==> src/rtl/key_scheduler.sv <==
// Keyboard scheduler: time-shares the tone path among held keys and emits
// press/release event records to a downstream FIFO with a current scale tag.
module key_scheduler #(
    parameter int N_KEYS       = 13,
    parameter int DWELL_CYCLES = 50000
) (
    input  logic              clk,
    input  logic              reset,
    input  logic [N_KEYS-1:0] keys,
    input  logic              oct_up,
    input  logic              oct_dn,
    output logic [3:0]        note_idx,
    output logic              note_valid,
    output logic [2:0]        scale,
    output logic              ev_valid,
    input  logic              ev_ready,
    output logic [9:0]        ev_data,
    output logic [7:0]        drop_cnt
);

    localparam int                CW         = (DWELL_CYCLES > 1) ? $clog2(DWELL_CYCLES) : 1;
    localparam logic [CW-1:0]     DWELL_LAST = CW'(DWELL_CYCLES - 1);
    localparam logic [4:0]        TOP_KEY    = 5'(N_KEYS - 1);

    typedef enum logic [1:0] {
        IDLE  = 2'd0,
        SCAN  = 2'd1,
        DWELL = 2'd2
    } state_t;

    state_t            state_r;
    logic [3:0]        last_idx_r;
    logic [CW-1:0]     dwell_cnt_r;
    logic [N_KEYS-1:0] keys_q_r;
    logic [N_KEYS-1:0] pend_p_r;
    logic [N_KEYS-1:0] pend_r_r;

    logic [N_KEYS-1:0] rise_s;
    logic [N_KEYS-1:0] fall_s;
    logic [4:0]        grant_s;
    logic [4:0]        sel_p_s;
    logic [4:0]        sel_r_s;
    logic              load_s;
    logic [N_KEYS-1:0] clr_p_s;
    logic [N_KEYS-1:0] clr_r_s;
    logic [N_KEYS-1:0] merge_p_s;
    logic [N_KEYS-1:0] merge_r_s;
    logic [8:0]        drop_sum_s;
    logic [7:0]        drop_next_s;
    logic [9:0]        ev_word_s;
    logic [2:0]        scale_next_s;

    // Round-robin search: first held key after 'last', wrapping, 'last' itself checked last.
    function automatic logic [4:0] next_key(input logic [N_KEYS-1:0] held, input logic [3:0] last);
        logic [4:0] res;
        logic [4:0] idx;
        res = 5'd0;
        idx = {1'b0, last};
        for (int i = 0; i < N_KEYS; i++) begin
            if (idx == TOP_KEY) idx = 5'd0;
            else                idx = idx + 5'd1;
            if (!res[4] && held[idx[3:0]]) res = {1'b1, idx[3:0]};
            else                           res = res;
        end
        return res;
    endfunction

    // Returns {found, index} of the lowest set bit.
    function automatic logic [4:0] lowest_set(input logic [N_KEYS-1:0] v);
        logic [4:0] res;
        res = 5'd0;
        for (int i = N_KEYS - 1; i >= 0; i--) begin
            if (v[i]) res = {1'b1, 4'(i)};
            else      res = res;
        end
        return res;
    endfunction

    function automatic logic [4:0] popcount(input logic [N_KEYS-1:0] v);
        logic [4:0] n;
        n = 5'd0;
        for (int i = 0; i < N_KEYS; i++) n = n + {4'd0, v[i]};
        return n;
    endfunction

    // Edge detection, emitter selection, merge accounting and scale stepping.
    always_comb begin
        rise_s  = keys & ~keys_q_r;
        fall_s  = ~keys & keys_q_r;
        grant_s = next_key(keys, last_idx_r);
        sel_p_s = lowest_set(pend_p_r);
        sel_r_s = lowest_set(pend_r_r);
        load_s  = !ev_valid && (sel_p_s[4] || sel_r_s[4]);
        clr_p_s = '0;
        clr_r_s = '0;
        if (load_s && sel_p_s[4]) begin
            clr_p_s   = 13'b1 << sel_p_s[3:0];
            ev_word_s = {1'b1, scale, sel_p_s[3:0], 2'b00};
        end else if (load_s) begin
            clr_r_s   = 13'b1 << sel_r_s[3:0];
            ev_word_s = {1'b0, scale, sel_r_s[3:0], 2'b00};
        end else begin
            ev_word_s = ev_data;
        end
        merge_p_s  = rise_s & pend_p_r & ~clr_p_s;
        merge_r_s  = fall_s & pend_r_r & ~clr_r_s;
        drop_sum_s = {1'b0, drop_cnt} + {4'd0, popcount(merge_p_s)} + {4'd0, popcount(merge_r_s)};
        if (drop_sum_s > 9'd255) drop_next_s = 8'd255;
        else                     drop_next_s = drop_sum_s[7:0];
        if (oct_up && !oct_dn && scale < 3'd5)      scale_next_s = scale + 3'd1;
        else if (oct_dn && !oct_up && scale > 3'd1) scale_next_s = scale - 3'd1;
        else                                        scale_next_s = scale;
    end

    // Event path: key sampling, pending flags, drop counter, scale and the output handshake.
    always_ff @(posedge clk) begin
        if (reset) begin
            keys_q_r <= '0;
            pend_p_r <= '0;
            pend_r_r <= '0;
            drop_cnt <= 8'd0;
            scale    <= 3'd1;
            ev_valid <= 1'b0;
            ev_data  <= 10'd0;
        end else begin
            keys_q_r <= keys;
            pend_p_r <= (pend_p_r & ~clr_p_s) | rise_s;
            pend_r_r <= (pend_r_r & ~clr_r_s) | fall_s;
            drop_cnt <= drop_next_s;
            scale    <= scale_next_s;
            ev_data  <= ev_word_s;
            if (ev_valid) begin
                ev_valid <= !ev_ready;
            end else begin
                ev_valid <= load_s;
            end
        end
    end

    // Tone-path scheduler: one SCAN cycle between dwells, note_valid high only in DWELL.
    always_ff @(posedge clk) begin
        if (reset) begin
            state_r     <= IDLE;
            note_idx    <= 4'd0;
            note_valid  <= 1'b0;
            last_idx_r  <= 4'(N_KEYS - 1);
            dwell_cnt_r <= '0;
        end else begin
            case (state_r)
                IDLE: begin
                    note_valid <= 1'b0;
                    if (|keys) state_r <= SCAN;
                    else       state_r <= IDLE;
                end
                SCAN: begin
                    if (grant_s[4]) begin
                        note_idx    <= grant_s[3:0];
                        last_idx_r  <= grant_s[3:0];
                        dwell_cnt_r <= '0;
                        note_valid  <= 1'b1;
                        state_r     <= DWELL;
                    end else begin
                        note_valid  <= 1'b0;
                        state_r     <= IDLE;
                    end
                end
                DWELL: begin
                    if (dwell_cnt_r == DWELL_LAST || !keys[note_idx]) begin
                        note_valid <= 1'b0;
                        state_r    <= SCAN;
                    end else begin
                        dwell_cnt_r <= dwell_cnt_r + {{(CW-1){1'b0}}, 1'b1};
                    end
                end
                default: begin
                    note_valid <= 1'b0;
                    state_r    <= IDLE;
                end
            endcase
        end
    end

endmodule
==> config.mk <==
export PLATFORM = sky130hd
export DESIGN_NAME = key_scheduler
export DESIGN_NICKNAME = d
export VERILOG_FILES = /design/src/rtl/key_scheduler.sv
export SDC_FILE = /design/constraint.sdc
export NUM_CORES = 1
export LEC_CHECK = 0
export ABC_AREA = 1
export CORE_MARGIN = 8
export CORE_UTILIZATION = 45
export DETAILED_ROUTE_END_ITERATION = 8
export SETUP_SLACK_MARGIN = 0.02
export SLEW_MARGIN = 20
export SYNTH_ARGS = -nofsm -noshare
export SYNTH_HDL_FRONTEND = slang
export SYNTH_SLANG_ARGS = --single-unit
==> constraint.sdc <==
create_clock -name clk -period 33.1 [get_ports clk]
set_input_delay 6.62 -clock clk [delete_from_list [all_inputs] [get_ports clk]]
set_output_delay 6.62 -clock clk [all_outputs]
set_load 0.01 [all_outputs]
### Yosys cells after proc, flatten, opt, wreduce, memory -nomap -nowiden

Index checks and enable logic that the tools add are counted.

| word-level totals | value |
|---|---|
| bits in registers | 86 |
| input bits | 18 |
| output and inout bits | 27 |
| word-level logic and storage cells | 249 |

| operators by class | value |
|---|---|
| add/subtract/negate cells | 42 |
| $lt $le $gt $ge | 17 |
| equality and inequality tests | 19 |
| shifts and indexed selects | 2 |
| muxes and demuxes | 99 |
| bitwise operators | 14 |
| reduce and logical (&&, ||, !) cells | 44 |

Operator list:

| operator | number |
|---|---|
| two-way mux 5 bit | 51 |
| bitwise AND 13 bit | 8 |
| adder 5 x 1 -> 5 bit | 16 |
| < comparator 4 x 5 -> 1 bit, second input constant | 14 |
| == test 5 x 4 -> 1 bit, second input constant | 12 |
| binary-select mux 1 bit (select 4 bit) | 14 |
| adder 5 x 1 -> 5 bit, second input constant | 11 |
| inverter 13 bit | 4 |
| two-way mux 13 bit | 3 |
| two-way mux 16 bit | 2 |
| one-hot mux 16 bit (2 select lines) | 1 |
| bitwise OR 13 bit | 2 |
| << shifter 1 x 4 -> 13 bit, first input constant | 2 |
| two-way mux 10 bit | 2 |
| logical AND 1 bit | 18 |
| two-way mux 1 bit | 18 |
| logical NOT 1 bit | 17 |
| adder 16 x 1 -> 16 bit, second input constant | 1 |
| == test 16 bit, second input constant | 1 |
| OR reduction 13 bit | 1 |
| adder 4 x 1 -> 5 bit | 2 |
| adder 8 x 5 -> 9 bit | 1 |
| adder 9 x 5 -> 9 bit | 1 |
| > comparator 9 x 8 -> 1 bit, second input constant | 1 |
| 24 further kinds | 34 |

### Logic depth before layout (Yosys ltp)

| logic depth | value |
|---|---|
| word-level depth | 43 |
| gate-level depth with buffers | 82 |
| mapped depth without buffers | 72 |

### Least setup slack after synthesis

OpenSTA, ideal clock, no wires.

| timing path | value |
|---|---|
| path kind | input-to-reg |
| from | input keys[10] |
| to | register drop_cnt[0] |
| library setup time | 0.056 ns |
| arrival | 12.640 ns |
| required time | 33.044 ns |
| setup slack | 20.404 ns |
| stages on the path | 23 |
| buffers on the path | 1 |
| path through | clkbuf_1 clkinv_1 or2_2 or2_2 fa_1 fa_1 fa_1 fa_1 fa_1 fa_1 fa_1 fa_1 nor2_1 o21ai_0 nand2_1 a21oi_1 o21ai_0 nand2_1 a21oi_1 inv_1 nand2_1 nand2_1 inv_1 |

| between the ends | value |
|---|---|
| word-level cells in the longest chain between the ends | 10 |
| elaborated cells between the ends (all ways) | 17 |
| those cells by class | add/sub: 8; order compare: 1; mux: 1; bitwise: 7 |

Ends and longest elaborated chain:

| item | RTL line | RTL |
|---|---|---|
| start, declared | 9 | `input logic [N_KEYS-1:0] keys,` |
| bitwise AND 13 bit / inverter 13 bit (equally long branches) | 88, 89 |  |
| bitwise AND 13 bit, on equally long branches | 105, 89 |  |
| bitwise AND 13 bit, on equally long branches | 105, 106 |  |
| adder 5 x 1 -> 5 bit / bitwise AND 13 bit (equally long branches) | 82, 106 |  |
| adder 5 x 1 -> 5 bit (2 in a row) | 82 | `for (int i = 0; i < N_KEYS; i++) n = n + {4'd0, v[i]};` |
| adder 8 x 5 -> 9 bit / adder 5 x 1 -> 5 bit (equally long branches) | 107, 82 |  |
| adder 9 x 5 -> 9 bit (*) | 107 | `drop_sum_s = {1'b0, drop_cnt} + {4'd0, popcount(merge_p_s)} + {4'd0, popcount(merge_r_s)};` |
| > comparator 9 x 8 -> 1 bit | 108 | `if (drop_sum_s > 9'd255) drop_next_s = 8'd255;` |
| two-way mux 8 bit (*) | 108 |  |
| end signal, assigned | 129 | `drop_cnt <= drop_next_s;` |
| end, declared | 18 | `output logic [7:0] drop_cnt` |

Every way passes the cells marked *; elsewhere a longest branch is shown, timed or not.
A chain may end at the register's enable or synchronous reset.

### Worst setup path after layout

| timing path | value |
|---|---|
| from | input keys[12] |
| to | register drop_cnt[0] |

| between the ends | value |
|---|---|
| word-level cells in the longest chain between the ends | 8 |
| elaborated cells between the ends (all ways) | 13 |
| those cells by class | add/sub: 4; order compare: 1; mux: 1; bitwise: 7 |

Ends and longest elaborated chain:

| item | RTL line |
|---|---|
| bitwise AND 13 bit / inverter 13 bit (equally long branches) | 88, 89 |
| bitwise AND 13 bit, on equally long branches | 105, 89 |
| bitwise AND 13 bit, on equally long branches | 105, 106 |
| adder 5 x 1 -> 5 bit / bitwise AND 13 bit (equally long branches) | 82, 106 |
| adder 8 x 5 -> 9 bit / adder 5 x 1 -> 5 bit (equally long branches) | 107, 82 |
| adder 9 x 5 -> 9 bit (*) | 107 |
| > comparator 9 x 8 -> 1 bit | 108 |
| two-way mux 8 bit (*) | 108 |

Marked as above.

==> impl_metrics.env <==
export IMPL_status="finished, final reports clean"
export IMPL_nFillCells=2201
export IMPL_grt_pass1_wl_microns=48000
export IMPL_vias=9864
export IMPL_yosys_top_cells_count="nand2_1, nor2_1, inv_1, nand3_1, a21oi_1"
export IMPL_finalNonFillerCells=1792
export IMPL_cp_arrival_ps=13730
export IMPL_cts_resized_gates=0
export IMPL_initial_core_util_pct=46.0
export IMPL_drt_first_pass_iters=5
export IMPL_endpoint_kind="register"
export IMPL_cap_violations=0
export IMPL_numCtsBuffers=9
export IMPL_die_h_microns=163
export IMPL_synth_edf_count=0
export IMPL_die_width_microns=163
export IMPL_io_pins=45
export IMPL_r2r_start="note_idx[0]$_SDFFE_PP0P_"
export IMPL_placementRows=53
export IMPL_synth_cell_types=57
export IMPL_critPathKind="in2reg"
export IMPL_hold_viol_final=0
export IMPL_fin_crit_sh_pct=40.6
export IMPL_synthesis_area_sq_mm=0.00966
export IMPL_ys_seq_area_share_pct=17.4
export IMPL_gr_total_overflow=0
export IMPL_wl_per_cell_microns=16.2
export IMPL_antenna_left=0
export IMPL_hpwl_microns=22400
export IMPL_regArea_sq_mm=0.00168
export IMPL_fp_coreArea_sq_mm=0.0210
export IMPL_cts_root_buf="clkbuf_16"
export IMPL_setup_slack_ps=19660
export IMPL_final_util_pct=49.8
export IMPL_required_ps=33390
export IMPL_crit_fanout=13
export IMPL_clockBufferDepth=2
export IMPL_yosys_area_top_type="dfxtp_1"
export IMPL_drt_iter0_markers=604
export IMPL_postCtsSetupBuffers=0
export IMPL_slew_limit_headroom_pct=26.0
export IMPL_worstHoldStart="note_valid$_SDFFE_PP0P_"
export IMPL_syn_to_final_growth_pct=8.44
export IMPL_ys_warn_count=0
export IMPL_clkSlewWorstSetupHoldPaths_ps=70
export IMPL_synth_top_area_share_pct=17.4
export IMPL_fin_nets=1596
export IMPL_worstMarginPinSlew_ps=1100
export IMPL_synth_main_ff_cell="dfxtp_1"
export IMPL_cp_start_kind="primary input"
export IMPL_ys_top_cells_by_area="dfxtp_1, nand2_1, nand3_1, nor2_1, inv_1"
export IMPL_h_tree_depth=3
export IMPL_drc_errors=0
export IMPL_dp_cells=1775
export IMPL_track_usage_pct=22.1
export IMPL_rsz0062_at_grt="false"
export IMPL_pre_cts_ws_ps=19310
export IMPL_setup_violations=0
export IMPL_slew_violations=0
export IMPL_tritoncts="built"
export IMPL_syn_avg_cell_area_sq_um=6.42
export IMPL_tns_ps=0
export IMPL_insertion_delay_ps=350
export IMPL_grt_max_degree=65
export IMPL_viasPerCell=5.50
export IMPL_clock_fmax_mhz=74.4
export IMPL_port_buffers=42
export IMPL_final_min_clock_period_ps=13440
export IMPL_gp_congestion=0.928
export IMPL_routed_wl_microns=29000
export IMPL_first_global_vias=9198
export IMPL_multi_input_area_sq_mm=0.00687
export IMPL_clock_sinks=84
export IMPL_drive_gt1_share_pct=14.3
export IMPL_hold_class="reg2reg"
export IMPL_finClkSkew_ps=13.8
export IMPL_antenna_found_initial=1
export IMPL_critPathLaunch="keys[12]"
export IMPL_synthCells=1506
export IMPL_holdBufCountCts=0
export IMPL_ys_ff_latch=84
export IMPL_fp_dieArea_sq_mm=0.0264
export IMPL_async_reset_ff_share_pct=0
export IMPL_yosysMostFrequentCell="nand2_1"
## placed cells by master, fill, tap and decap left out, types with 4 or more instances in the layout
cell type / count
nand2_1: 252
nor2_1: 172
inv_1: 171
nand3_1: 152
a21oi_1: 122
o21ai_0: 89
dfxtp_1: 84
nand2_2: 48
ha_1: 47
clkdlybuf4s50_1: 41
nand4_1: 37
inv_2: 31
nand3_2: 25
fa_1: 20
nand2_4: 19
nor2_4: 17
o211ai_1: 17
o21ai_1: 16
nor2_2: 15
nor3_1: 13
or2_2: 10
clkbuf_16: 9
nor4_1: 8
nand3_4: 7
a31oi_1: 7
a21oi_2: 6
or4_1: 6
xor2_1: 6
nor2_8: 5
inv_4: 5
o22ai_1: 5
buf_4: 5
o31ai_1: 4
nand3b_1: 4
## routing by layer
metal	vias to the layer above	track usage (%)	share of wire (%)
li1	5014	-	-
met1	4485	28.4	45
met2	302	37.3	47
met3	63	2.60	5.0
met4	0	8.47	3.2
met5	-	0	0
## critical path: stages
cell             delay (ps)
clkdlybuf4s50_1         940
inv_1                   310
or2_2                   360
or2_2                   310
fa_1                    490
fa_1                    530
fa_1                    440
fa_1                    540
fa_1                    540
fa_1                    520
fa_1                    470
fa_1                    410
nor2_1                  110
o21ai_0                  70
nand2_1                  90
a21oi_1                  70
o21ai_0                 300
nand2_1                  90
a21oi_1                 180
inv_1                   130
nand2_1                  80
nand2_1                  50
inv_1                    80
## stage by stage
| stage | hold slack, ps | instance area [sq um] |
|---|---|---|
| 2_1_floorplan | 451 | 9670 |
| 3_3_place_gp | 465 | 10100 |
| 3_5_place_dp | 465 | 10100 |
| 4_1_cts | 474 | 10500 |
| 5_1_grt | 494 | 10500 |
| 6_report | 469 | 10500 |
## area by class of cell
cell class	count	area share (%)
Antenna cell	1	0.0239
Clock buffer	9	2.15
Clock inverter	7	1.00
Inverter	210	7.64
Multi-Input combinational cell	1159	65.5
Sequential cell	84	16.0
Tap cell	275	3.28
Timing Repair Buffer	47	4.32
## flip-flops by register name (all words and copies together) (netlist names)
name and cells:
keys_q_r 13, pend_r_r 13, scale 3, note_idx 4, state_r 2, pend_p_r 13, drop_cnt 8, last_idx_r 2
ev_data 8, note_valid 1, ev_valid 1, dwell_cnt_r 16
## cell families (layout without fill, tap and decap cells)
group                    Yosys count  count (layout)  share of synthesized area, %
AO/OA/AOI/OAI                    286             286                          16.7
XOR/XNOR                           9               9                         0.816
adder cells (fa/ha/maj)           67              67                          10.2
buffers and inverters            264             273                          11.6
flip-flops                        84              84                          17.4
other                              1               3                        0.0388
AND/OR/NAND/NOR                  795             795                          43.2
## final timing paths
path,slack [ps],to,cells after the start
hold / removal,470,note_valid$_SDFFE_PP0P_,2
hold reg to reg,470,note_valid$_SDFFE_PP0P_,2
setup / recovery,19660,drop_cnt[0]$_SDFF_PP0_,23
setup reg to reg,20630,dwell_cnt_r[14]$_SDFFE_PP0P_,67
Power is left out: the tool's default activity adds up to more than one toggle a clock period on the data nets, which glitch-free logic cannot reach.
